<file path="src/rtl/sig_mul_pkg.sv">
`default_nettype none
// ============================================================================
//  Module      : sig_mul_pkg
//  Description : Shared constants, helpers and slot metadata type for the
//                pipelined significand multiplier.
//  Revision    : 1.0 - initial release
// ============================================================================
package sig_mul_pkg;

    // Significand widths, hidden bit included
    localparam int SIG_W_FP16 = 11;
    localparam int SIG_W_BF16 = 8;
    localparam int SIG_W_FP32 = 24;

    // Widest sideband tag any instance may carry
    localparam int TAG_MAX_W  = 16;

    // Split point of the multiplier operand F[1]: low part gets the extra bit
    function automatic int sig_half(input int w);
        return (w + 1) / 2;
    endfunction

    // Per-slot control/sideband word. The tag field is sized for the widest
    // instance; narrower instances zero-extend into it.
    typedef struct packed {
        logic                 valid;
        logic [TAG_MAX_W-1:0] tag;
        logic                 zero;
    } slot_meta_t;

endpackage
`default_nettype wire

</file>
<file path="src/rtl/sig_mul_slot.sv">
`default_nettype none
// ============================================================================
//  Module      : sig_mul_slot
//  Description : One elastic register slot. Holds a valid bit, sideband and
//                a DATA_W payload; advances when empty or when the slot
//                downstream advances.
//  Revision    : 1.0 - initial release
// ============================================================================
module sig_mul_slot
    import sig_mul_pkg::*;
#(
    parameter int DATA_W = 22
)
(
    input  logic              CLK,
    input  logic              RSTn,
    input  slot_meta_t        i_meta,
    input  logic [DATA_W-1:0] i_data,
    input  logic              i_next_adv,
    output logic              o_adv,
    output slot_meta_t        o_meta,
    output logic [DATA_W-1:0] o_data
);

    slot_meta_t        r_meta;
    logic [DATA_W-1:0] r_data;

    assign o_adv  = !r_meta.valid || i_next_adv;
    assign o_meta = r_meta;
    assign o_data = r_data;

    // Capture on advance; payload only updates on a valid beat so bubbles keep the last value
    always_ff @(posedge CLK or negedge RSTn) begin
        if (!RSTn) begin
            r_meta <= '0;
            r_data <= '0;
        end else if (o_adv) begin
            r_meta.valid <= i_meta.valid;
            if (i_meta.valid) begin
                r_meta.tag  <= i_meta.tag;
                r_meta.zero <= i_meta.zero;
                r_data      <= i_data;
            end
        end
    end

endmodule
`default_nettype wire

</file>
<file path="src/rtl/sig_mul_pipe.sv">
`default_nettype none
// ============================================================================
//  Module      : sig_mul_pipe
//  Description : Pipelined unsigned W x W significand multiplier with
//                valid/ready flow control, sideband tag and ZERO/HI flags.
//                With two or more stages, slot 0 holds two partial products
//                and slot 1 holds their sum; further slots are delay.
//  Revision    : 1.0 - initial release
// ============================================================================
module sig_mul_pipe
    import sig_mul_pkg::*;
#(
    parameter int W      = 11,
    parameter int STAGES = 2,
    parameter int TAG_W  = 4
)
(
    input  logic                CLK,
    input  logic                RSTn,
    input  logic                IN_VALID,
    output logic                IN_READY,
    input  logic [1:0][W-1:0]   F,
    input  logic [TAG_W-1:0]    IN_TAG,
    output logic                OUT_VALID,
    input  logic                OUT_READY,
    output logic [2*W-1:0]      P,
    output logic [TAG_W-1:0]    OUT_TAG,
    output logic                HI,
    output logic                ZERO
);

    localparam int c_H    = sig_half(W);
    localparam int c_P_W  = 2 * W;
    localparam int c_LO_W = W + c_H;
    localparam int c_HI_W = 2 * W - c_H;

    // w_adv[k] = slot k advances; the extra top bit is the downstream consumer
    logic [STAGES:0]      w_adv;
    slot_meta_t           w_meta_q [STAGES];
    slot_meta_t           w_meta_0;
    logic [TAG_MAX_W-1:0] w_unused_tag;

    // Sideband entering slot 0: zero detect happens here and is carried along
    always_comb begin
        w_meta_0       = '0;
        w_meta_0.valid = IN_VALID;
        w_meta_0.tag   = TAG_MAX_W'(IN_TAG);
        w_meta_0.zero  = (F[0] == '0) || (F[1] == '0);
    end

    assign w_adv[STAGES] = OUT_READY;

    generate
        for (genvar k = 0; k < STAGES; k++) begin : g_slot
            // Slot 0 carries both partial products when the sum is deferred
            localparam int c_D_W = (k == 0 && STAGES > 1) ? (c_LO_W + c_HI_W) : c_P_W;

            logic [c_D_W-1:0] w_d;
            logic [c_D_W-1:0] w_q;
            slot_meta_t       w_meta_d;

            if (k == 0) begin : g_head
                assign w_meta_d = w_meta_0;
                if (STAGES == 1) begin : g_full
                    assign w_d = c_P_W'(F[0]) * c_P_W'(F[1]);
                end else begin : g_split
                    logic [c_LO_W-1:0] w_pp_lo;
                    logic [c_HI_W-1:0] w_pp_hi;
                    assign w_pp_lo = c_LO_W'(F[0]) * c_LO_W'(F[1][c_H-1:0]);
                    assign w_pp_hi = c_HI_W'(F[0]) * c_HI_W'(F[1][W-1:c_H]);
                    assign w_d     = {w_pp_hi, w_pp_lo};
                end
            end else if (k == 1) begin : g_sum
                // Recombine: exact in 2W bits, so no carry out is possible
                assign w_meta_d = w_meta_q[k-1];
                assign w_d = c_P_W'(g_slot[0].w_q[c_LO_W-1:0])
                           + (c_P_W'(g_slot[0].w_q[c_LO_W+c_HI_W-1:c_LO_W]) << c_H);
            end else begin : g_delay
                assign w_meta_d = w_meta_q[k-1];
                assign w_d      = g_slot[k-1].w_q;
            end

            sig_mul_slot #(
                .DATA_W     (c_D_W)
            ) u_slot (
                .CLK        (CLK),
                .RSTn       (RSTn),
                .i_meta     (w_meta_d),
                .i_data     (w_d),
                .i_next_adv (w_adv[k+1]),
                .o_adv      (w_adv[k]),
                .o_meta     (w_meta_q[k]),
                .o_data     (w_q)
            );
        end
    endgenerate

    // Ready is combinational through the advance chain from OUT_READY
    assign IN_READY     = w_adv[0];
    assign OUT_VALID    = w_meta_q[STAGES-1].valid;
    assign ZERO         = w_meta_q[STAGES-1].zero;
    assign w_unused_tag = w_meta_q[STAGES-1].tag;
    assign OUT_TAG      = w_unused_tag[TAG_W-1:0];
    assign P            = g_slot[STAGES-1].w_q;
    assign HI           = P[2*W-1];

endmodule
`default_nettype wire

</file>
<file path="config.mk">
export PLATFORM = sky130hd
export DESIGN_NAME = sig_mul_pipe
export DESIGN_NICKNAME = d
export VERILOG_FILES = /design/src/rtl/sig_mul_pkg.sv /design/src/rtl/sig_mul_slot.sv /design/src/rtl/sig_mul_pipe.sv
export SDC_FILE = /design/constraint.sdc
export NUM_CORES = 1
export LEC_CHECK = 0
export ABC_AREA = 0
export CAP_MARGIN = 25
export CORE_ASPECT_RATIO = 1.75
export CORE_UTILIZATION = 30
export CTS_BUF_LIST = sky130_fd_sc_hd__clkbuf_4
export CTS_CLUSTER_DIAMETER = 100
export DETAILED_ROUTE_END_ITERATION = 10
export GPL_TIMING_DRIVEN = 1
export PLACE_DENSITY = 0.5
export SYNTH_ARGS = -nofsm -noshare
export SYNTH_HDL_FRONTEND = slang
export SYNTH_SLANG_ARGS = --single-unit
</file>
<file path="constraint.sdc">
create_clock -name CLK -period 2.6 [get_ports CLK]
set_clock_uncertainty 0.15 [all_clocks]
set_input_delay 0.52 -clock CLK [delete_from_list [all_inputs] [get_ports CLK]]
set_output_delay 0.52 -clock CLK [all_outputs]
set_load 0.05 [all_outputs]
</file>
==> results of run 1 <==
## what timing repair did
action	in CTS	in global routing
buffers inserted	12	10
hold buffers	1	0
hold endpoints to repair	17	0
gates cloned	3	0
endpoints found under the setup margin	27	27
gates resized for setup	173	44
pin swaps	85	76
## sequential cells by signal (all words and copies together), names as in the netlist
| signal | cells |
|---|---|
| g_slot.u_slot.o_data | 55 |
| g_slot.u_slot.o_meta | 12 |
## final cells by class
type,count,area (um2)
clock buffers,9,67.6
fillers,2326,12700
flip-flops and latches,67,1680
diodes,1,2.50
clock inverters,7,51.3
repair buffers,194,1800
multi-input cells,595,5170
well taps,296,370
inverters,91,342
## critical path, delay by kind of cell
family	cells	cell delay, ps
AND/OR/NAND/NOR	3	580
buffers and inverters	4	310
AO/OA/AOI/OAI	3	360
multiplexers	1	140
adder cells (fa/ha/maj)	4	1810
## layer usage
layer	global-route usage	part of all wire
met5	0	0
met4	0.0673	0.031
met3	0.00873	0.015
met2	0.296	0.55
met1	0.177	0.40
## cells by family (layout without fill, tap and decap cells)
logic type	after synthesis	after routing	synth area share
flops	67	67	0.246
fa+ha+maj	125	125	0.301
buf+inv	129	301	0.0718
xor+xnor	28	28	0.0360
other cells	0	1	0
compound gates	120	120	0.111
mux	4	4	0.00588
simple gates	318	318	0.228
## power by group
group	leakage, nW	switching, W	internal [W]
clock	0.0700	0.000427	0.000205
sequential	0.832	0.000276	0.00140
combinational	3.68	0.00274	0.00243
## through the flow
step	TNS, ps	utilization	cells	total power [W]
after CTS	-18610	0.420	1255	0.00743
final	-18230	0.428	1260	0.00748
after floorplan	-22980	-	791	0.00491
after global routing	-20620	0.428	1260	0.00817
after detailed placement	-44750	0.400	1225	0.00649
after global placement	-43780	0.400	1225	0.00644
## cells in the final DEF (no fill, tap or decap), types with 9 or more instances in the layout
| cell | instances |
|---|---|
| a21oi_2 | 9 |
| xor2_1 | 16 |
| o21ai_0 | 16 |
| buf_4 | 108 |
| nor2_1 | 15 |
| ha_1 | 41 |
| xnor2_1 | 9 |
| a21o_1 | 11 |
| buf_6 | 30 |
| inv_2 | 15 |
| ha_4 | 16 |
| fa_1 | 60 |
| and2_1 | 61 |
| o21ai_1 | 24 |
| inv_1 | 76 |
| nand2_1 | 150 |
| and2_4 | 31 |
| a21oi_1 | 12 |
| clkbuf_4 | 11 |
| dfrtp_1 | 67 |
| clkdlybuf4s50_1 | 36 |
## worst paths after layout
path                            cells past startpoint                        from                           to
worst max-delay path                               15                       F[14]  g_slot[0].u_slot.o_data[10]
worst min-delay path                                2  g_slot[0].u_slot.o_meta[0]   g_slot[1].u_slot.o_meta[0]
worst max register to register                     10  g_slot[0].u_slot.o_data[6]  g_slot[1].u_slot.o_data[18]
worst min register to register                      2  g_slot[0].u_slot.o_meta[0]   g_slot[1].u_slot.o_meta[0]
max in group asynchronous                           3                        RSTn  g_slot[0].u_slot.o_data[27]
min in group asynchronous                           2                        RSTn   g_slot[1].u_slot.o_data[7]
==> impl_metrics.py, run 1 <==
metrics = {
    "min_path": {
        "hold_path_class": "flip-flop to flip-flop",
    },
    "cts": {
        "ctsLongestPathBuffers": 2,
        "cts.sinks": 67,
        "cts_tree": "built",
        "htreeDepth": 3,
        "cts_root_buf": "clkbuf_4",
        "clkTransAtPathRegs_ps": 130,
        "cts_made_buffers": 9,
        "clk_latency_ps": 420,
    },
    "routing": {
        "routed_wl_um": 17000,
        "vias": 5661,
        "wl_per_cell_um": 13.5,
        "antenna_left": 0,
        "firstDrtPassIters": 4,
        "vias_per_cell": 4.49,
        "drc": 0,
        "drtIter0Drc": 173,
    },
    "synthesis": {
        "syn-cell-area_um2": 6810,
        "yosysSeqAreaShare": 0.246,
        "syn_inst": 791,
        "yosys_warnings": 0,
        "synth_most_common_cell": "nand2_1",
        "synthTopCellsByCount": "nand2_1, and2_1, inv_1",
        "synth_area_per_cell_um2": 8.61,
        "synth_edf_count": 0,
        "yosys.area.top_type": "dfrtp_1",
        "ys_seq_elements": 67,
        "ys_async_sr_fraction": 1.00,
        "synth_top_area_share": 0.246,
        "syn_nets": 946,
        "synth_top_flop_cell": "dfrtp_1",
        "yosysUniqueCellTypes": 49,
        "synthTopCellsByArea": "dfrtp_1, fa_1, ha_1",
    },
    "timing": {
        "tightestPinTransition_ps": 638,
        "setup_ws_ps": -977,
        "hold_viol": 0,
        "fin_crit_sh": 1.38,
        "whs_ps": 326,
        "slew_headroom": 0.575,
        "drv_slew": 0,
        "timing.fmax_mhz": 280,
        "finalSetupViolCount": 25,
        "min_period_ps": 3580,
        "rsz0062_at_grt": "true",
    },
    "placement": {
        "routabilityCongestion": 0.794,
        "dpl.hpwl_um": 14200,
        "dpl_worst_slack_ps": -1970,
        "dpl-instance-area_um2": 8860,
        "portBuffers": 59,
    },
    "setup_path": {
        "cp_common_cell": "fa_1",
        "cpMaxStageDelayCell": "fa_1",
        "regToRegSetupSlack_ps": 180,
        "path_cells": "buf_8 > buf_6 > and2_4 > fa_1 > fa_1 > inv_1 > fa_1 > inv_2 > ha_4 > nand2_4 > or3b_4 > a21boi_2 > o21ai_2 > mux2i_1 > o311ai_1",
        "cp_max_fo": 4,
        "path_class": "input port to flip-flop",
        "critPathCaptureType": "flip-flop",
        "crit_arrival_ps": 3720,
        "worstSetupStartpointType": "input port",
        "max_stage_delay_ps": 540,
        "required_ps": 2750,
    },
    "final_layout": {
        "final_nets": 1113,
        "area_delta_synth_final_pct": 39.2,
        "drive_gt1_frac": 0.299,
        "fin_area_um2": 9480,
    },
    "power_and_ir_drop": {
        "peakVddDrop_mv": 0.231,
        "power_density_nw_per_um2": 790,
        "leakagePower_nw": 4.59,
    },
    "run": {
        "drv_cap": 0,
    },
    "grt": {
        "grt_use_total": 0.157,
        "overflow": 0,
        "grt_pass1_vias": 5847,
        "antenna_found_initial": 1,
        "grt_pass1_wl_um": 28600,
        "grt_max_degree": 51,
    },
    "floorplanning": {
        "die_height_um": 201,
        "die_area_um2": 23300,
        "die_w_um": 116,
        "coreArea_um2": 22200,
        "io_pins": 60,
        "start_util": 0.307,
        "rows": 72,
    },
    "outcome": {
        "status": "finished, violations left",
        "violations": "negative setup slack",
    },
}
Note: power is estimated with default switching activity, not from simulation.
==> run 2: changes to the inputs <==
--- a/config.mk
+++ b/config.mk
@@ -8,6 +8,7 @@
 export ABC_AREA = 0
 export CAP_MARGIN = 25
 export CORE_ASPECT_RATIO = 1.75
+export CORE_MARGIN = 2
 export CORE_UTILIZATION = 30
 export CTS_BUF_LIST = sky130_fd_sc_hd__clkbuf_4
 export CTS_CLUSTER_DIAMETER = 100
==> run 2 against run 1 <==
  * The run still ends with negative setup slack left
  * Clock-buffer cell count is the same
  * Non-clock buffer count grew 7
  * Sequential cell count is the same
  * Sequential share of layout area shrank 0.27 points
  * Highest routed layer unchanged
==> impl_metrics.py, run 2 (synthesis results as in run 1) <==
metrics = {
    "cts": {
        "ctsLongestPathBuffers": 2,
        "htreeDepth": 3,
        "clk_latency_ps": 430,
        "cts.sinks": 67,
        "cts_root_buf": "clkbuf_4",
        "cts_tree": "built",
        "clkTransAtPathRegs_ps": 120,
        "cts_made_buffers": 9,
    },
    "floorplanning": {
        "die_height_um": 203,
        "rows": 73,
        "die_w_um": 118,
        "die_area_um2": 24000,
        "start_util": 0.303,
        "io_pins": 60,
        "coreArea_um2": 22500,
    },
    "final_layout": {
        "fin_area_um2": 9630,
        "multi_input_area_um2": 5190,
        "mostFrequentLayoutCells": "nand2_1, buf_4, inv_1",
        "drive_gt1_frac": 0.308,
        "largest_reg_flops": 55,
        "regArea_um2": 1680,
        "fillers": 2336,
        "layout_commonest_cell": "nand2_1",
        "area_delta_synth_final_pct": 41.3,
        "final_nets": 1120,
    },
    "setup_path": {
        "critPathCaptureType": "flip-flop",
        "path_class": "input port to flip-flop",
        "path_cells": "buf_8 > buf_6 > and2_4 > fa_1 > fa_1 > inv_2 > fa_1 > inv_2 > ha_4 > nand2_4 > or3b_4 > a21oi_4 > o21ai_2 > xor2_1 > o21ai_1",
        "crit_arrival_ps": 3840,
        "required_ps": 2820,
        "cp_max_fo": 5,
        "cpMaxStageDelayCell": "fa_1",
        "worstSetupStartpointType": "input port",
        "max_stage_delay_ps": 550,
        "cp_common_cell": "fa_1",
        "regToRegSetupSlack_ps": 200,
    },
    "timing": {
        "setup_ws_ps": -1030,
        "whs_ps": 334,
        "timing.fmax_mhz": 276,
        "rsz0062_at_grt": "true",
        "slew_headroom": 0.604,
        "min_period_ps": 3630,
        "finalSetupViolCount": 25,
        "tightestPinTransition_ps": 593,
        "hold_viol": 0,
        "fin_crit_sh": 1.40,
        "tns_ps": -18760,
        "drv_slew": 0,
    },
    "outcome": {
        "violations": "negative setup slack",
        "status": "finished, violations left",
    },
    "min_path": {
        "hold_path_class": "flip-flop to flip-flop",
    },
    "grt": {
        "antenna_found_initial": 1,
        "grt_max_degree": 31,
        "grt_use_total": 0.151,
        "grt_pass1_vias": 5963,
        "overflow": 0,
        "grt_pass1_wl_um": 29300,
    },
    "routing": {
        "antenna_left": 0,
        "vias": 5730,
        "firstDrtPassIters": 4,
        "vias_per_cell": 4.51,
        "drtIter0Drc": 178,
        "drc": 0,
        "routed_wl_um": 17800,
        "wl_per_cell_um": 14.0,
    },
    "placement": {
        "dpl-instance-area_um2": 8860,
        "dpl.hpwl_um": 14400,
        "portBuffers": 59,
        "routabilityCongestion": 0.835,
    },
    "power_and_ir_drop": {
        "peakVddDrop_mv": 0.304,
        "power_density_nw_per_um2": 790,
        "leakagePower_nw": 4.66,
        "finalPower_w": 0.00760,
    },
    "run": {
        "drv_cap": 0,
    },
}
## run 2: changes by cell type in the layout (fill, tap and decap cells not counted), moves of 3 or more
cell,before,now
and2_1,61,66
and2_4,31,26
buf_12,8,11
buf_2,2,8
buf_6,30,27
fa_1,60,57
fa_2,5,8
nand2_1,150,147
nand2_2,4,7
o21ai_2,8,5
## run 2: routing by layer
layer  routed length [um]  share of wire  vias to the layer above  GRT usage
met5                    0              0                        -          0
met4                  656          0.037                        0     0.0628
met3                  331          0.019                       28     0.0117
met2                 9850           0.55                       90      0.301
met1                 6940           0.39                     2732      0.161
li1                     -              -                     2880          -
## run 2: layout make-up
cell class,count,share of cell area
diodes,1,0.000260
clock buffers,9,0.00702
clock inverters,7,0.00780
inverters,91,0.0355
multi-input cells,595,0.539
flip-flops and latches,67,0.174
well taps,300,0.0390
repair buffers,201,0.197
## run 2: worst max-delay path, delay by kind of cell
family | cells | cell delay, ps
adders and majority gates | 4 | 1820
and+or+nand+nor | 3 | 610
AOI/OAI and AO/OA | 3 | 420
buffers and inverters | 4 | 320
xor gates and xnor gates | 1 | 160
## run 2: where the power goes
group | switching (W) | internal, W | total, W
registers | 0.000276 | 0.00140 | 0.00168
clock network | 0.000416 | 0.000299 | 0.000715
logic | 0.00276 | 0.00244 | 0.00521
## run 2: metrics by stage
step                 util  cells  setup slack, ps
finish              0.428   1271            -1030
detailed placement  0.394   1225            -1970
global placement    0.394   1225            -1940
floorplan               -    791            -1250
global route        0.428   1271            -1150
CTS                 0.420   1264            -1080
## run 2: path summary, 6_finish.rpt
| kind | cells after the start | startpoint | end |
|---|---|---|---|
| worst min register to register | 2 | g_slot[0].u_slot.o_data[1] | g_slot[1].u_slot.o_data[1] |
| max in group asynchronous | 3 | RSTn | g_slot[1].u_slot.o_meta[0] |
| worst min-delay path | 2 | g_slot[0].u_slot.o_data[1] | g_slot[1].u_slot.o_data[1] |
| worst max register to register | 10 | g_slot[0].u_slot.o_data[17] | g_slot[1].u_slot.o_data[18] |
| worst max-delay path | 15 | F[5] | g_slot[0].u_slot.o_data[14] |
| min in group asynchronous | 2 | RSTn | g_slot[1].u_slot.o_data[8] |
## run 2: what timing repair did
item,CTS,global route
pin swaps,77,46
hold buffers,1,0
gates resized for setup,160,42
buffers inserted,19,9
hold endpoints to repair,21,0
endpoints found under the setup margin,27,26
gates cloned,4,0
==> run 3: changes to the inputs <==
--- a/config.mk
+++ b/config.mk
@@ -7,8 +7,7 @@
 export LEC_CHECK = 0
 export ABC_AREA = 0
 export CAP_MARGIN = 25
-export CORE_ASPECT_RATIO = 1.75
-export CORE_MARGIN = 2
+export CORE_MARGIN = 8
 export CORE_UTILIZATION = 30
 export CTS_BUF_LIST = sky130_fd_sc_hd__clkbuf_4
 export CTS_CLUSTER_DIAMETER = 100
==> run 3 against run 2 <==
  * The run still ends with negative setup slack left
  * Critical path type unchanged
  * First-iteration DRC count is 9.0% higher
  * Setup slack improved by 42 ps
  * Non-clock buffer count is 6 lower
  * Global-route usage decreased by 2.4 points
  * Combinational power is 2% higher
  * Clock-buffer cell count stayed put
  * Total power rose by 1.5%
==> impl_metrics.py, run 3 (synthesis results as in run 1) <==
metrics = {
    "routing": {
        "drtIter0Drc": 194,
        "firstDrtPassIters": 4,
        "vias_per_cell": 4.43,
        "antenna_left": 0,
        "drc": 0,
        "routed_wl_um": 17300,
        "vias": 5541,
        "wl_per_cell_um": 13.9,
    },
    "setup_path": {
        "reg2reg_depth": 9,
        "worstSetupStartpointType": "input port",
        "crit_arrival_ps": 3770,
        "path_class": "input port to flip-flop",
        "critPathCaptureType": "flip-flop",
        "cp_max_fo": 3,
        "required_ps": 2790,
    },
    "timing": {
        "hold_viol": 0,
        "setup_ws_ps": -986,
        "min_period_ps": 3590,
        "tightestPinTransition_ps": 531,
        "fin_crit_sh": 1.38,
        "drv_slew": 0,
        "finalSetupViolCount": 25,
        "whs_ps": 324,
        "slew_headroom": 0.645,
        "rsz0062_at_grt": "true",
        "timing.fmax_mhz": 279,
    },
    "grt": {
        "grt_use_met1": 0.182,
        "grt_pass1_wl_um": 29200,
        "grt-busiest-layer": "met2",
        "overflow": 0,
        "antenna_found_initial": 1,
        "globalRouteMet2Util": 0.197,
        "grt_pass1_vias": 5648,
        "grt_use_total": 0.127,
        "grtUsageMet3": 0.0154,
        "grt_max_degree": 48,
    },
    "floorplanning": {
        "rows": 55,
        "coreArea_um2": 22400,
        "die_w_um": 167,
        "die_area_um2": 27800,
        "io_pins": 60,
        "start_util": 0.304,
        "die_height_um": 167,
    },
    "placement": {
        "routabilityCongestion": 0.786,
        "dpl.hpwl_um": 13900,
        "dpl-instance-area_um2": 8740,
        "portBuffers": 59,
    },
    "cts": {
        "htreeDepth": 3,
        "clk_latency_ps": 430,
        "cts_tree": "built",
        "clkTransAtPathRegs_ps": 130,
        "cts_root_buf": "clkbuf_4",
        "cts.sinks": 67,
        "ctsLongestPathBuffers": 2,
        "cts_made_buffers": 9,
    },
    "power_and_ir_drop": {
        "leakagePower_nw": 4.61,
        "power_density_nw_per_um2": 809,
        "peakVddDrop_mv": 0.292,
    },
    "min_path": {
        "hold_path_depth": 2,
        "hold_path_class": "flip-flop to flip-flop",
    },
    "final_layout": {
        "layout_commonest_cell": "nand2_1",
        "final_nets": 1114,
        "fin_area_um2": 9530,
        "drive_gt1_frac": 0.309,
        "area_delta_synth_final_pct": 40.0,
        "mostFrequentLayoutCells": "nand2_1, buf_4, inv_1",
        "largest_reg_flops": 55,
        "fillers": 2265,
    },
    "outcome": {
        "status": "finished, violations left",
        "violations": "negative setup slack",
    },
    "run": {
        "drv_cap": 0,
    },
}
## run 3: cell types whose count changed in the layout (fill, tap and decap cells not counted), sizes merged
cell | before | now
clkinv | 4 | 1
buf | 157 | 156
clkinvlp | 0 | 3
bufbuf | 1 | 0
clkbuf | 13 | 10
clkdlybuf4s15 | 1 | 0
## run 3: stage by stage
stage	worst slack, ps	TNS (ps)	util	instances	power (W)
after floorplan	-1250	-22980	-	791	0.00491
after global placement	-1990	-43040	0.390	1205	0.00643
after detailed placement	-2010	-43870	0.390	1205	0.00646
after CTS	-1060	-18600	0.412	1244	0.00749
after global routing	-1100	-21120	0.425	1250	0.00843
final	-986	-19190	0.425	1250	0.00771
## run 3: cell type report
type                       instances  area [um2]  area share
tap                              285         357      0.0374
inverter                          91         342      0.0358
multi-input combinational        595        5210       0.546
timing repair buffer             195        1810       0.189
sequential                        67        1680       0.176
clock buffer                       9        67.6     0.00709
antenna                            1        2.50    0.000263
clock inverter                     7        76.3     0.00801
## run 3: path summary, 6_finish.rpt
check / from / end / slack, ps
worst min register to register: g_slot[0].u_slot.o_data[0] / g_slot[1].u_slot.o_data[0] / 320
min in group asynchronous: RSTn / g_slot[1].u_slot.o_meta[2] / 420
worst max-delay path: F[6] / g_slot[0].u_slot.o_data[32] / -990
max in group asynchronous: RSTn / g_slot[0].u_slot.o_data[8] / 1240
worst min-delay path: g_slot[0].u_slot.o_data[0] / g_slot[1].u_slot.o_data[0] / 320
worst max register to register: g_slot[0].u_slot.o_data[6] / g_slot[1].u_slot.o_data[18] / 250
## run 3: power breakdown
part / switching, W / total, W / leakage [nW] / internal, W
clock: 0.000407 / 0.000706 / 0.0681 / 0.000299
sequential: 0.000264 / 0.00167 / 0.832 / 0.00140
combinational: 0.00286 / 0.00534 / 3.71 / 0.00248
## run 3: timing repair
item                                    CTS  global route
setup buffers                            26            15
hold buffers                              1             0
endpoints found under the setup margin   27            26
pin swaps                                75            73
gates resized for setup                 155            78
hold endpoints to repair                 20             0
## run 3: routing by layer
| metal | up-vias | part of all wire | routed length [um] |
|---|---|---|---|
| met5 | - | 0 | 0 |
| met4 | 0 | 0.014 | 250 |
| met3 | 12 | 0.019 | 325 |
| met2 | 62 | 0.45 | 7820 |
| met1 | 2578 | 0.52 | 8950 |
| li1 | 2889 | - | - |
## run 3: worst max-delay path, cell delays in order
cell and delay (ps):
buf_8 100, buf_6 110, buf_6 110, and2_4 130, fa_1 480, fa_1 490
inv_1 50, fa_1 490, inv_2 50, ha_4 240, a21o_1 180, or3_1 310
o22a_1 220, a221o_1 300
